[src/rtl/sys_array_tile_scheduler_pkg.sv]
// Shared types, default geometry and size helper for the systolic-array tile scheduler.
package sys_array_pkg;

  typedef enum logic [1:0] {
    IDLE  = 2'd0,
    ISSUE = 2'd1,
    WAIT  = 2'd2,
    DONE  = 2'd3
  } sched_state_e;

  localparam int DEF_DIM_WIDTH = 8;
  localparam int DEF_MAX_W     = 5;
  localparam int DEF_MAX_L     = 5;
  localparam int DEF_MAX_A_L   = 5;

  localparam int ROWS_W  = $clog2(DEF_MAX_W + 1);
  localparam int DEPTH_W = $clog2(DEF_MAX_L + 1);
  localparam int COLS_W  = $clog2(DEF_MAX_A_L + 1);

  // Wide enough for any dimension/limit pair the scheduler is built with.
  localparam int CALC_W = 16;

  function automatic logic [CALC_W-1:0] min_size(input logic [CALC_W-1:0] rem,
                                                 input logic [CALC_W-1:0] lim);
    return (rem < lim) ? rem : lim;
  endfunction

endpackage

[src/rtl/sys_array_tile_scheduler_if.sv]
// Host command and fetcher/array tile bus of the tile scheduler.
interface sys_array_tile_scheduler_if
  import sys_array_pkg::*;
#(
  parameter int DIM_WIDTH = DEF_DIM_WIDTH,
  parameter int R_W       = ROWS_W,
  parameter int D_W       = DEPTH_W,
  parameter int C_W       = COLS_W
);
  logic                 cmd_valid;
  logic                 cmd_ready;
  logic [DIM_WIDTH-1:0] cmd_m;
  logic [DIM_WIDTH-1:0] cmd_k;
  logic [DIM_WIDTH-1:0] cmd_n;
  logic                 tile_start;
  logic [DIM_WIDTH-1:0] tile_row_off;
  logic [DIM_WIDTH-1:0] tile_k_off;
  logic [DIM_WIDTH-1:0] tile_col_off;
  logic [R_W-1:0]       tile_rows;
  logic [D_W-1:0]       tile_depth;
  logic [C_W-1:0]       tile_cols;
  logic                 tile_acc;
  logic                 tile_last_k;
  logic                 tile_done;
  logic                 busy;
  logic                 done;

  modport master (
    input  cmd_valid, cmd_m, cmd_k, cmd_n, tile_done,
    output cmd_ready, tile_start, tile_row_off, tile_k_off, tile_col_off,
           tile_rows, tile_depth, tile_cols, tile_acc, tile_last_k, busy, done
  );

  modport slave (
    output cmd_valid, cmd_m, cmd_k, cmd_n, tile_done,
    input  cmd_ready, tile_start, tile_row_off, tile_k_off, tile_col_off,
           tile_rows, tile_depth, tile_cols, tile_acc, tile_last_k, busy, done
  );
endinterface

[src/rtl/sys_array_tile_scheduler_counter.sv]
// One tiling dimension: latched size, current offset, clipped tile size and wrap/last flags.
module sys_array_tile_counter
  import sys_array_pkg::*;
#(
  parameter int DIM_WIDTH = DEF_DIM_WIDTH,
  parameter int MAX       = DEF_MAX_W,
  parameter int SZ_W      = $clog2(MAX + 1)
) (
  input  logic                 clk,
  input  logic                 reset_n,
  input  logic                 clear,
  input  logic [DIM_WIDTH-1:0] dim_in,
  input  logic                 step,
  output logic [DIM_WIDTH-1:0] off,
  output logic [SZ_W-1:0]      size,
  output logic                 wrap,
  output logic                 last
);
  logic [DIM_WIDTH-1:0] dim_q;
  logic [DIM_WIDTH-1:0] off_q;
  logic [DIM_WIDTH-1:0] rem;

  always_ff @(posedge clk or negedge reset_n) begin
    if (!reset_n) begin
      dim_q <= '0;
      off_q <= '0;
    end else if (clear) begin
      dim_q <= dim_in;
      off_q <= '0;
    end else if (step) begin
      off_q <= last ? '0 : off_q + DIM_WIDTH'(MAX);
    end
  end

  // Offsets always stay below the dimension, so rem never underflows.
  assign rem  = dim_q - off_q;
  assign size = SZ_W'(min_size(CALC_W'(rem), CALC_W'(MAX)));
  assign off  = off_q;
  // An empty dimension never reports last, keeping tile_last_k low out of reset.
  assign last = (dim_q != '0) &&
                (({1'b0, off_q} + (DIM_WIDTH+1)'(size)) == {1'b0, dim_q});
  assign wrap = step && last;

endmodule

[src/rtl/sys_array_tile_scheduler.sv]
// Splits an MxK by KxN product into array-sized tiles, row/column/K loop order (K innermost).
// Optional abort input enabled by SYS_ARRAY_SCHED_ABORT_EN.
module sys_array_tile_scheduler
  import sys_array_pkg::*;
#(
  parameter int DIM_WIDTH     = DEF_DIM_WIDTH,
  parameter int ARRAY_MAX_W   = DEF_MAX_W,
  parameter int ARRAY_MAX_L   = DEF_MAX_L,
  parameter int ARRAY_MAX_A_L = DEF_MAX_A_L
) (
  input  logic clk,
  input  logic reset_n,
`ifdef SYS_ARRAY_SCHED_ABORT_EN
  input  logic abort,
`endif
  sys_array_tile_scheduler_if.master bus
);
  localparam int R_W = $clog2(ARRAY_MAX_W + 1);
  localparam int D_W = $clog2(ARRAY_MAX_L + 1);
  localparam int C_W = $clog2(ARRAY_MAX_A_L + 1);

  sched_state_e state_q, state_d;
  logic abort_act;
  logic cmd_take, zero_dim, all_last, step_k;
  logic k_wrap, k_last, c_wrap, c_last, row_wrap_unused, r_last;

`ifdef SYS_ARRAY_SCHED_ABORT_EN
  assign abort_act = abort && (state_q != IDLE);
`else
  assign abort_act = 1'b0;
`endif

  assign cmd_take = (state_q == IDLE) && bus.cmd_valid;
  assign zero_dim = (bus.cmd_m == '0) || (bus.cmd_k == '0) || (bus.cmd_n == '0);
  assign all_last = k_last && c_last && r_last;
  assign step_k   = (state_q == WAIT) && bus.tile_done && !all_last && !abort_act;

  always_ff @(posedge clk or negedge reset_n) begin
    if (!reset_n) state_q <= IDLE;
    else          state_q <= state_d;
  end

  always_comb begin
    state_d = state_q;
    case (state_q)
      IDLE:  if (bus.cmd_valid) state_d = zero_dim ? DONE : ISSUE;
      ISSUE: state_d = WAIT;
      WAIT:  if (bus.tile_done) state_d = all_last ? DONE : ISSUE;
      DONE:  state_d = IDLE;
      default: state_d = IDLE;
    endcase
    if (abort_act) state_d = IDLE;
  end

  // Counters chained K -> column -> row; each wrap steps the next outer loop.
  sys_array_tile_counter #(.DIM_WIDTH(DIM_WIDTH), .MAX(ARRAY_MAX_L), .SZ_W(D_W)) u_k_cnt (
    .clk, .reset_n, .clear(cmd_take), .dim_in(bus.cmd_k), .step(step_k),
    .off(bus.tile_k_off), .size(bus.tile_depth), .wrap(k_wrap), .last(k_last)
  );

  sys_array_tile_counter #(.DIM_WIDTH(DIM_WIDTH), .MAX(ARRAY_MAX_A_L), .SZ_W(C_W)) u_col_cnt (
    .clk, .reset_n, .clear(cmd_take), .dim_in(bus.cmd_n), .step(k_wrap),
    .off(bus.tile_col_off), .size(bus.tile_cols), .wrap(c_wrap), .last(c_last)
  );

  sys_array_tile_counter #(.DIM_WIDTH(DIM_WIDTH), .MAX(ARRAY_MAX_W), .SZ_W(R_W)) u_row_cnt (
    .clk, .reset_n, .clear(cmd_take), .dim_in(bus.cmd_m), .step(c_wrap),
    .off(bus.tile_row_off), .size(bus.tile_rows), .wrap(row_wrap_unused), .last(r_last)
  );

  assign bus.cmd_ready   = (state_q == IDLE);
  assign bus.busy        = (state_q != IDLE);
  assign bus.tile_start  = (state_q == ISSUE) && !abort_act;
  assign bus.done        = (state_q == DONE) && !abort_act;
  assign bus.tile_acc    = (bus.tile_k_off != '0);
  assign bus.tile_last_k = k_last;

endmodule

[src/flat_wrapper.sv]
// flat-port wrapper written by rule: the top's interface ports become plain ports
module sys_array_tile_scheduler_flat import sys_array_pkg::*;
#(
  parameter int DIM_WIDTH     = DEF_DIM_WIDTH,
  parameter int ARRAY_MAX_W   = DEF_MAX_W,
  parameter int ARRAY_MAX_L   = DEF_MAX_L,
  parameter int ARRAY_MAX_A_L = DEF_MAX_A_L
)
  (clk, reset_n, bus_cmd_valid, bus_cmd_m, bus_cmd_k, bus_cmd_n, bus_tile_done, bus_cmd_ready, bus_tile_start, bus_tile_row_off, bus_tile_k_off, bus_tile_col_off, bus_tile_rows, bus_tile_depth, bus_tile_cols, bus_tile_acc, bus_tile_last_k, bus_busy, bus_done);
  sys_array_tile_scheduler_if #(.DIM_WIDTH(DIM_WIDTH)) bus_i ();
  input  logic clk;
  input  logic reset_n;
  input wire logic [$bits(bus_i.cmd_valid)-1:0] bus_cmd_valid;
  input wire logic [$bits(bus_i.cmd_m)-1:0] bus_cmd_m;
  input wire logic [$bits(bus_i.cmd_k)-1:0] bus_cmd_k;
  input wire logic [$bits(bus_i.cmd_n)-1:0] bus_cmd_n;
  input wire logic [$bits(bus_i.tile_done)-1:0] bus_tile_done;
  output wire logic [$bits(bus_i.cmd_ready)-1:0] bus_cmd_ready;
  output wire logic [$bits(bus_i.tile_start)-1:0] bus_tile_start;
  output wire logic [$bits(bus_i.tile_row_off)-1:0] bus_tile_row_off;
  output wire logic [$bits(bus_i.tile_k_off)-1:0] bus_tile_k_off;
  output wire logic [$bits(bus_i.tile_col_off)-1:0] bus_tile_col_off;
  output wire logic [$bits(bus_i.tile_rows)-1:0] bus_tile_rows;
  output wire logic [$bits(bus_i.tile_depth)-1:0] bus_tile_depth;
  output wire logic [$bits(bus_i.tile_cols)-1:0] bus_tile_cols;
  output wire logic [$bits(bus_i.tile_acc)-1:0] bus_tile_acc;
  output wire logic [$bits(bus_i.tile_last_k)-1:0] bus_tile_last_k;
  output wire logic [$bits(bus_i.busy)-1:0] bus_busy;
  output wire logic [$bits(bus_i.done)-1:0] bus_done;
  assign bus_i.cmd_valid = bus_cmd_valid;
  assign bus_i.cmd_m = bus_cmd_m;
  assign bus_i.cmd_k = bus_cmd_k;
  assign bus_i.cmd_n = bus_cmd_n;
  assign bus_i.tile_done = bus_tile_done;
  assign bus_cmd_ready = bus_i.cmd_ready;
  assign bus_tile_start = bus_i.tile_start;
  assign bus_tile_row_off = bus_i.tile_row_off;
  assign bus_tile_k_off = bus_i.tile_k_off;
  assign bus_tile_col_off = bus_i.tile_col_off;
  assign bus_tile_rows = bus_i.tile_rows;
  assign bus_tile_depth = bus_i.tile_depth;
  assign bus_tile_cols = bus_i.tile_cols;
  assign bus_tile_acc = bus_i.tile_acc;
  assign bus_tile_last_k = bus_i.tile_last_k;
  assign bus_busy = bus_i.busy;
  assign bus_done = bus_i.done;
  sys_array_tile_scheduler #(.DIM_WIDTH(DIM_WIDTH), .ARRAY_MAX_W(ARRAY_MAX_W), .ARRAY_MAX_L(ARRAY_MAX_L), .ARRAY_MAX_A_L(ARRAY_MAX_A_L)) u_core (.clk(clk), .reset_n(reset_n), .bus(bus_i));
endmodule
[config.mk]
export PLATFORM = sky130hd
export DESIGN_NAME = sys_array_tile_scheduler_flat
export DESIGN_NICKNAME = d
export VERILOG_FILES = /design/src/rtl/sys_array_tile_scheduler_pkg.sv /design/src/rtl/sys_array_tile_scheduler_if.sv /design/src/rtl/sys_array_tile_scheduler_counter.sv /design/src/rtl/sys_array_tile_scheduler.sv /design/src/flat_wrapper.sv
export SDC_FILE = /design/constraint.sdc
export NUM_CORES = 1
export LEC_CHECK = 0
export ABC_AREA = 1
export CAP_MARGIN = 20
export CORE_AREA = 3 3 144 90
export DETAILED_ROUTE_END_ITERATION = 16
export DIE_AREA = 0 0 147 93
export GPL_TIMING_DRIVEN = 0
export PLACE_DENSITY_LB_ADDON = 0.1
export SETUP_SLACK_MARGIN = 0.02
export SYNTH_ARGS = -nofsm -noshare
export SYNTH_HDL_FRONTEND = slang
export SYNTH_SLANG_ARGS = --single-unit
[constraint.sdc]
create_clock -name clk -period 5.67 [get_ports clk]
set_clock_uncertainty 0.15 [all_clocks]
set_input_delay 0.8505 -clock clk [delete_from_list [all_inputs] [get_ports clk]]
set_output_delay 0.8505 -clock clk [all_outputs]
set_load 0.02 [all_outputs]
* Word-level counts from Yosys, hierarchy flattened
Cells that the tools add are included.
Word-level totals: flip-flop bits (word level) 50, input bits 28, output and inout bits 39
Operators by class: $add $sub $neg 9, order comparisons 3, equality and inequality tests 8, muxes and demuxes 17, reduce and logical (&&, ||, !) cells 26
Operators by type and width (number):
- 8-bit two-way mux | 9
- 8-bit nonzero test | 4
- 8-bit by 3-bit adder with 9-bit output | 3
- 9-bit by 8-bit equality test with 1-bit output | 3
- 8-bit by 3-bit adder with 8-bit output (second input constant) | 3
- 8-bit logical NOT | 3
- 8-bit by 3-bit less-than comparator with 1-bit output (second input constant) | 3
- 8-bit subtractor | 3
- 1-bit logical AND | 10
- 3-bit two-way mux | 3
- 2-bit two-way mux | 4
- 2-bit one-hot mux with 4 select lines | 1
- 2-bit nonzero test | 4
- 2-bit equality test (second input constant) | 2
- 2-bit != test (second input constant) | 2
- 2-bit by 1-bit equality test with 1-bit output (second input constant) | 1
- 2-bit logical NOT | 1
- 1-bit logical OR | 2
- 2-bit AND reduction | 1
- 1-bit logical NOT | 1

* Longest topological paths before layout
word-level depth 14, mapped depth 28

* By module
Synthesis repeated with hierarchy kept, for this count alone.
Unflattened totals: cell total of the unflattened synthesis 805, area, all modules 5042.3 sq um
Modules (own cells, without submodules):
- sys_array_tile_counter | instances 3, cells an instance 251, area each 1592.8 sq um, sequential area each 400.4 sq um
- sys_array_tile_scheduler | instances 1, cells an instance 52, area each 264.0 sq um, sequential area each 50.0 sq um

* Least setup slack after synthesis
Ideal clock, no wire load.
kind reg2out, start point reg u_core.u_k_cnt.off_q[0] (netlist: u_core.u_k_cnt.off[0]), end point out bus_tile_last_k, data arrival time 3.991 ns, path slack 0.679 ns, cell stages (with the launch flop) 19, buffers on the path 0, cells stage by stage dfrtp_1 > ha_1 > inv_1 > fa_1 > xor2_1 > o21ai_0 > o211ai_1 > nor3_1 > nand4_1 > or2_2 > ha_1 > fa_1 > nand2_1 > nand2_1 > nand3_1 > nand2_1 > nand3_1 > nand4_1 > nor4b_1
Between the ends: longest elaborated chain between the ends 6
Ends and longest elaborated chain:
- start, declared | line sys_array_tile_scheduler_counter.sv:20 | logic [DIM_WIDTH-1:0] off_q;
- start signal, assigned | line sys_array_tile_scheduler_counter.sv:31 | off_q <= last ? '0 : off_q + DIM_WIDTH'(MAX);
- 8-bit subtractor (*) | line sys_array_tile_scheduler_counter.sv:36 | assign rem = dim_q - off_q;
- 8-bit by 3-bit less-than comparator with 1-bit output | line sys_array_tile_scheduler_pkg.sv:25 | return (rem < lim) ? rem : lim;
- 3-bit two-way mux (*) | line sys_array_tile_scheduler_pkg.sv:25
- via bus_tile_depth[0] | line flat_wrapper.sv:24 | output wire logic [$bits(bus_i.tile_depth)-1:0] bus_tile_depth;
- 8-bit by 3-bit adder with 9-bit output (*) | line sys_array_tile_scheduler_counter.sv:41 | (({1'b0, off_q} + (DIM_WIDTH+1)'(size)) == {1'b0, dim_q});
- 9-bit by 8-bit equality test with 1-bit output (*) | line sys_array_tile_scheduler_counter.sv:41
- 1-bit logical AND (*) | line sys_array_tile_scheduler_counter.sv:40 | assign last = (dim_q != '0) &&
- end, declared | line flat_wrapper.sv:27 | output wire logic [$bits(bus_i.tile_last_k)-1:0] bus_tile_last_k;
The timed path passes the listed nets; every way through them passes the cells marked *.

* Worst setup path after layout
start point reg u_core.u_k_cnt.off_q[0] (netlist: u_core.u_k_cnt.off[0]), end point out bus_tile_last_k
Between the ends: longest elaborated chain between the ends 6
Ends and longest elaborated chain (line):
- 8-bit subtractor | sys_array_tile_scheduler_counter.sv:36
- 8-bit by 3-bit less-than comparator with 1-bit output | sys_array_tile_scheduler_pkg.sv:25
- 3-bit two-way mux | sys_array_tile_scheduler_pkg.sv:25
- 8-bit by 3-bit adder with 9-bit output (*) | sys_array_tile_scheduler_counter.sv:41
- 9-bit by 8-bit equality test with 1-bit output (*) | sys_array_tile_scheduler_counter.sv:41
- 1-bit logical AND (*) | sys_array_tile_scheduler_counter.sv:40
Mark *: on every way between the ends. The rest lies on a longest branch, timed or not.

==> impl_metrics.ini <==
[outcome]
status = completed

[sta]
finalHoldViolCount = 0
fin_crit_sh = 0.9514
tns_ps = 0
setup_viol = 0
slew_violations = 0
fmax_mhz = 185.4
rsz0062_at_grt = no
worst_slew_pin_slew_ps = 710.3
fin_crit_ps = 5394
relSlewSlack = 0.5221

[synth]
mappedNetlistNets = 783
synth_area_leaders = dfrtp_1, nand2_1, ha_1
synth_cell_types = 41
ys.flop_type = dfrtp_1
synth_top_family_by_area = simple AND/OR/NAND/NOR gates
syn_area_um2 = 4700
synth_compound_area_frac = 0.09478
yosysTopAreaCellShare = 0.2662
synth-edff-count = 0
ys_seq_elements = 50
yosysSeqAreaShare = 0.2662
synthArstFlopShare = 1.000
yosysWarnings = 0
synth_mux_area_frac = 0
synthMostInstantiatedCell = nand2_1
avgSynthCellArea_um2 = 6.582
synth_area_leader_cell = dfrtp_1
synth_xor_area_frac = 0.06337
syn_inst = 714
netlist_top_cells_count = nand2_1, inv_1, nor2_1
synth-simple-area-share = 0.3624
synthAdderAreaFrac = 0.1187

[power]
vdd_drop_max_mv = 0.2552
p_leak_nw = 2.829
power.density_nw_per_um2 = 582.7

[route]
wl_met2_um = 5605
via_count = 4843
ant_nets = 0
drt-initial-drc-count = 365
drt-vias-per-instance = 5.071
wl_per_cell_um = 14.50
met1Wirelength_um = 7501
wl_met3_um = 627
topRoutingLayerUsed = met4
firstDrtPassIters = 5
drc_errors = 0
route.final.wire_length_um = 13850

[clocking]
clock_latency_ps = 300
cts_buffer_depth = 2
cts_tree = done
cts.sinks = 50
root_buffer = clkbuf_16
postCtsHoldBufs = 0
cts_buffers = 5
clk_transition_reported_paths_ps = 70
ctsHtreeMaxLevel = 2

[worst_setup_path]
path_cells = ha_1 -> inv_1 -> fa_1 -> o21ai_0 -> o211ai_1 -> nor3_1 -> nand4_1 -> or2_2 -> ha_1 -> fa_1 -> nand2_1 -> nand2_1 -> nand3_1 -> nand2_1 -> nand3_1 -> nand4_1 -> nor4b_2 -> buf_4
reg2reg_slack_ps = 640
start_kind = flip-flop
end_kind = output port
r2r_start = u_core.u_col_cnt.off[0]$_DFFE_PN0P_
worstPathRequired_ps = 4670
criticalPathCategory = reg -> out
slowest_stage = dfrtp_1
slowest_delay_ps = 490
r2r_cells = 21
worstPathArrival_ps = 4390
r2r_end = u_core.u_col_cnt.off[6]$_DFFE_PN0P_
crit_fanout = 6
crit_path_frequent_cell = nand2_1

[floorplan]
die_area_um2 = 13670
coreArea_um2 = 11870
die_y_um = 93
fp.dieW_um = 147
start_util = 0.3960
io_pins = 67
fp-row-count = 31

[final_layout]
final_cells = 955
drive_gt1_frac = 0.05823
area_delta_synth_final_pct = 22.26
n_antenna_cell = 0
layout.nets = 858
fin_area_um2 = 5746

[global_routing]
grt_max_degree = 39
antenna_found_initial = 0
grt_pass1_vias = 4592
grt_use_total = 0.2071
overflow = 0
grt_pass1_wl_um = 23060

[placement]
port_buffers = 66
gp_congestion = 0.8920
hpwl_um = 11360
dp_cells = 946
dpl_cell_area_um2 = 5582

[min_path]
hold_path_class = in -> async

[run]
drv_cap = 0
[cells in the final DEF (no fill, tap or decap), types with 13 or more instances in the layout]
| cell | instances |
|---|---|
| xnor2_1 | 13 |
| nor2_1 | 69 |
| dfrtp_1 | 49 |
| o21ai_0 | 41 |
| xor2_1 | 21 |
| nor3_1 | 14 |
| a21oi_1 | 13 |
| nand2_1 | 227 |
| ha_1 | 35 |
| clkdlybuf4s50_1 | 64 |
| inv_1 | 94 |
| nand3_1 | 49 |
[state kept, by name, indices dropped and copies added (netlist names)]
register and cells:
u_core.u_col_cnt.off 8, u_core.u_col_cnt.dim_q 8, u_core.u_row_cnt.dim_q 8, u_core.u_row_cnt.off 8, u_core.u_k_cnt.dim_q 8, u_core.u_k_cnt.off 8, u_core.state_q 2
[metal layers]
layer | GRT usage | vias up
met3 | 0.03099 | 12
met5 | 0 | -
li1 | - | 2435
met1 | 0.3255 | 2275
met2 | 0.3033 | 121
met4 | 0.03178 | 0
[area by class of cell]
class / count / area, um2
plain buffers: 14 / 80.08
clock buffers: 6 / 138.9
clock inverters: 2 / 12.51
fillers: 1250 / 6123
inverters: 97 / 364.1
multi-input cells: 553 / 3010
flip-flops and latches: 50 / 1252
well taps: 165 / 206.4
repair buffers: 68 / 680.7
[cells by family (layout without fill, tap and decap cells)]
| family | after synthesis | in the layout |
|---|---|---|
| and+or+nand+nor | 398 | 398 |
| buffers and inverters | 111 | 187 |
| AOI/OAI and AO/OA | 80 | 80 |
| DFF | 50 | 50 |
| adders and majority gates | 41 | 41 |
| xor gates and xnor gates | 34 | 34 |
[worst max-delay path by stage]
stage               cells past startpoint                               from               to
floorplan                              18  u_core.u_k_cnt.off[0]$_DFFE_PN0P_  bus_tile_last_k
global placement                       18  u_core.u_k_cnt.off[1]$_DFFE_PN0P_  bus_tile_last_k
detailed placement                     18  u_core.u_k_cnt.off[1]$_DFFE_PN0P_  bus_tile_last_k
CTS                                    18  u_core.u_k_cnt.off[1]$_DFFE_PN0P_  bus_tile_last_k
global route                           18  u_core.u_k_cnt.off[0]$_DFFE_PN0P_  bus_tile_last_k
finish                                 18  u_core.u_k_cnt.off[0]$_DFFE_PN0P_  bus_tile_last_k
[metrics by stage]
| stage | power [mW] | hold slack (ps) | setup slack [ps] | utilization |
|---|---|---|---|---|
| finish | 3.348 | 304.3 | 275.8 | 0.4841 |
| global route | 3.709 | 322.5 | 24.45 | 0.4841 |
| CTS | 3.321 | 311.6 | 26.31 | 0.4829 |
| detailed placement | 2.990 | 390.3 | 80.33 | 0.4703 |
| global placement | 2.946 | 376.3 | 54.67 | 0.4690 |
| floorplan | 2.300 | 333.6 | 678.8 | - |
[worst max-delay path, delay by kind of cell, from the launching register on]
family	cells	cell delay, ps
buffers and inverters	2	280
flip-flops	1	490
AND/OR/NAND/NOR	10	1620
adder cells (fa/ha/maj)	4	1350
AO/OA/AOI/OAI	2	350
[power by group]
part / total, mW / internal (mW) / switching [mW] / leakage (nW)
clock: 0.318 / 0.175 / 0.143 / 0.0729
combinational: 2.32 / 0.923 / 1.40 / 2.11
sequential: 0.706 / 0.494 / 0.212 / 0.644
total: 3.35 / 1.59 / 1.76 / 2.83
[repair_timing]
item                       4_1_cts  5_1_grt
hold endpoints to repair         0        0
setup buffers                    0        1
pin swaps                        0        2
gates resized for setup          1        8
setup endpoints to repair        1        1
(Power assumes the default switching activity.)
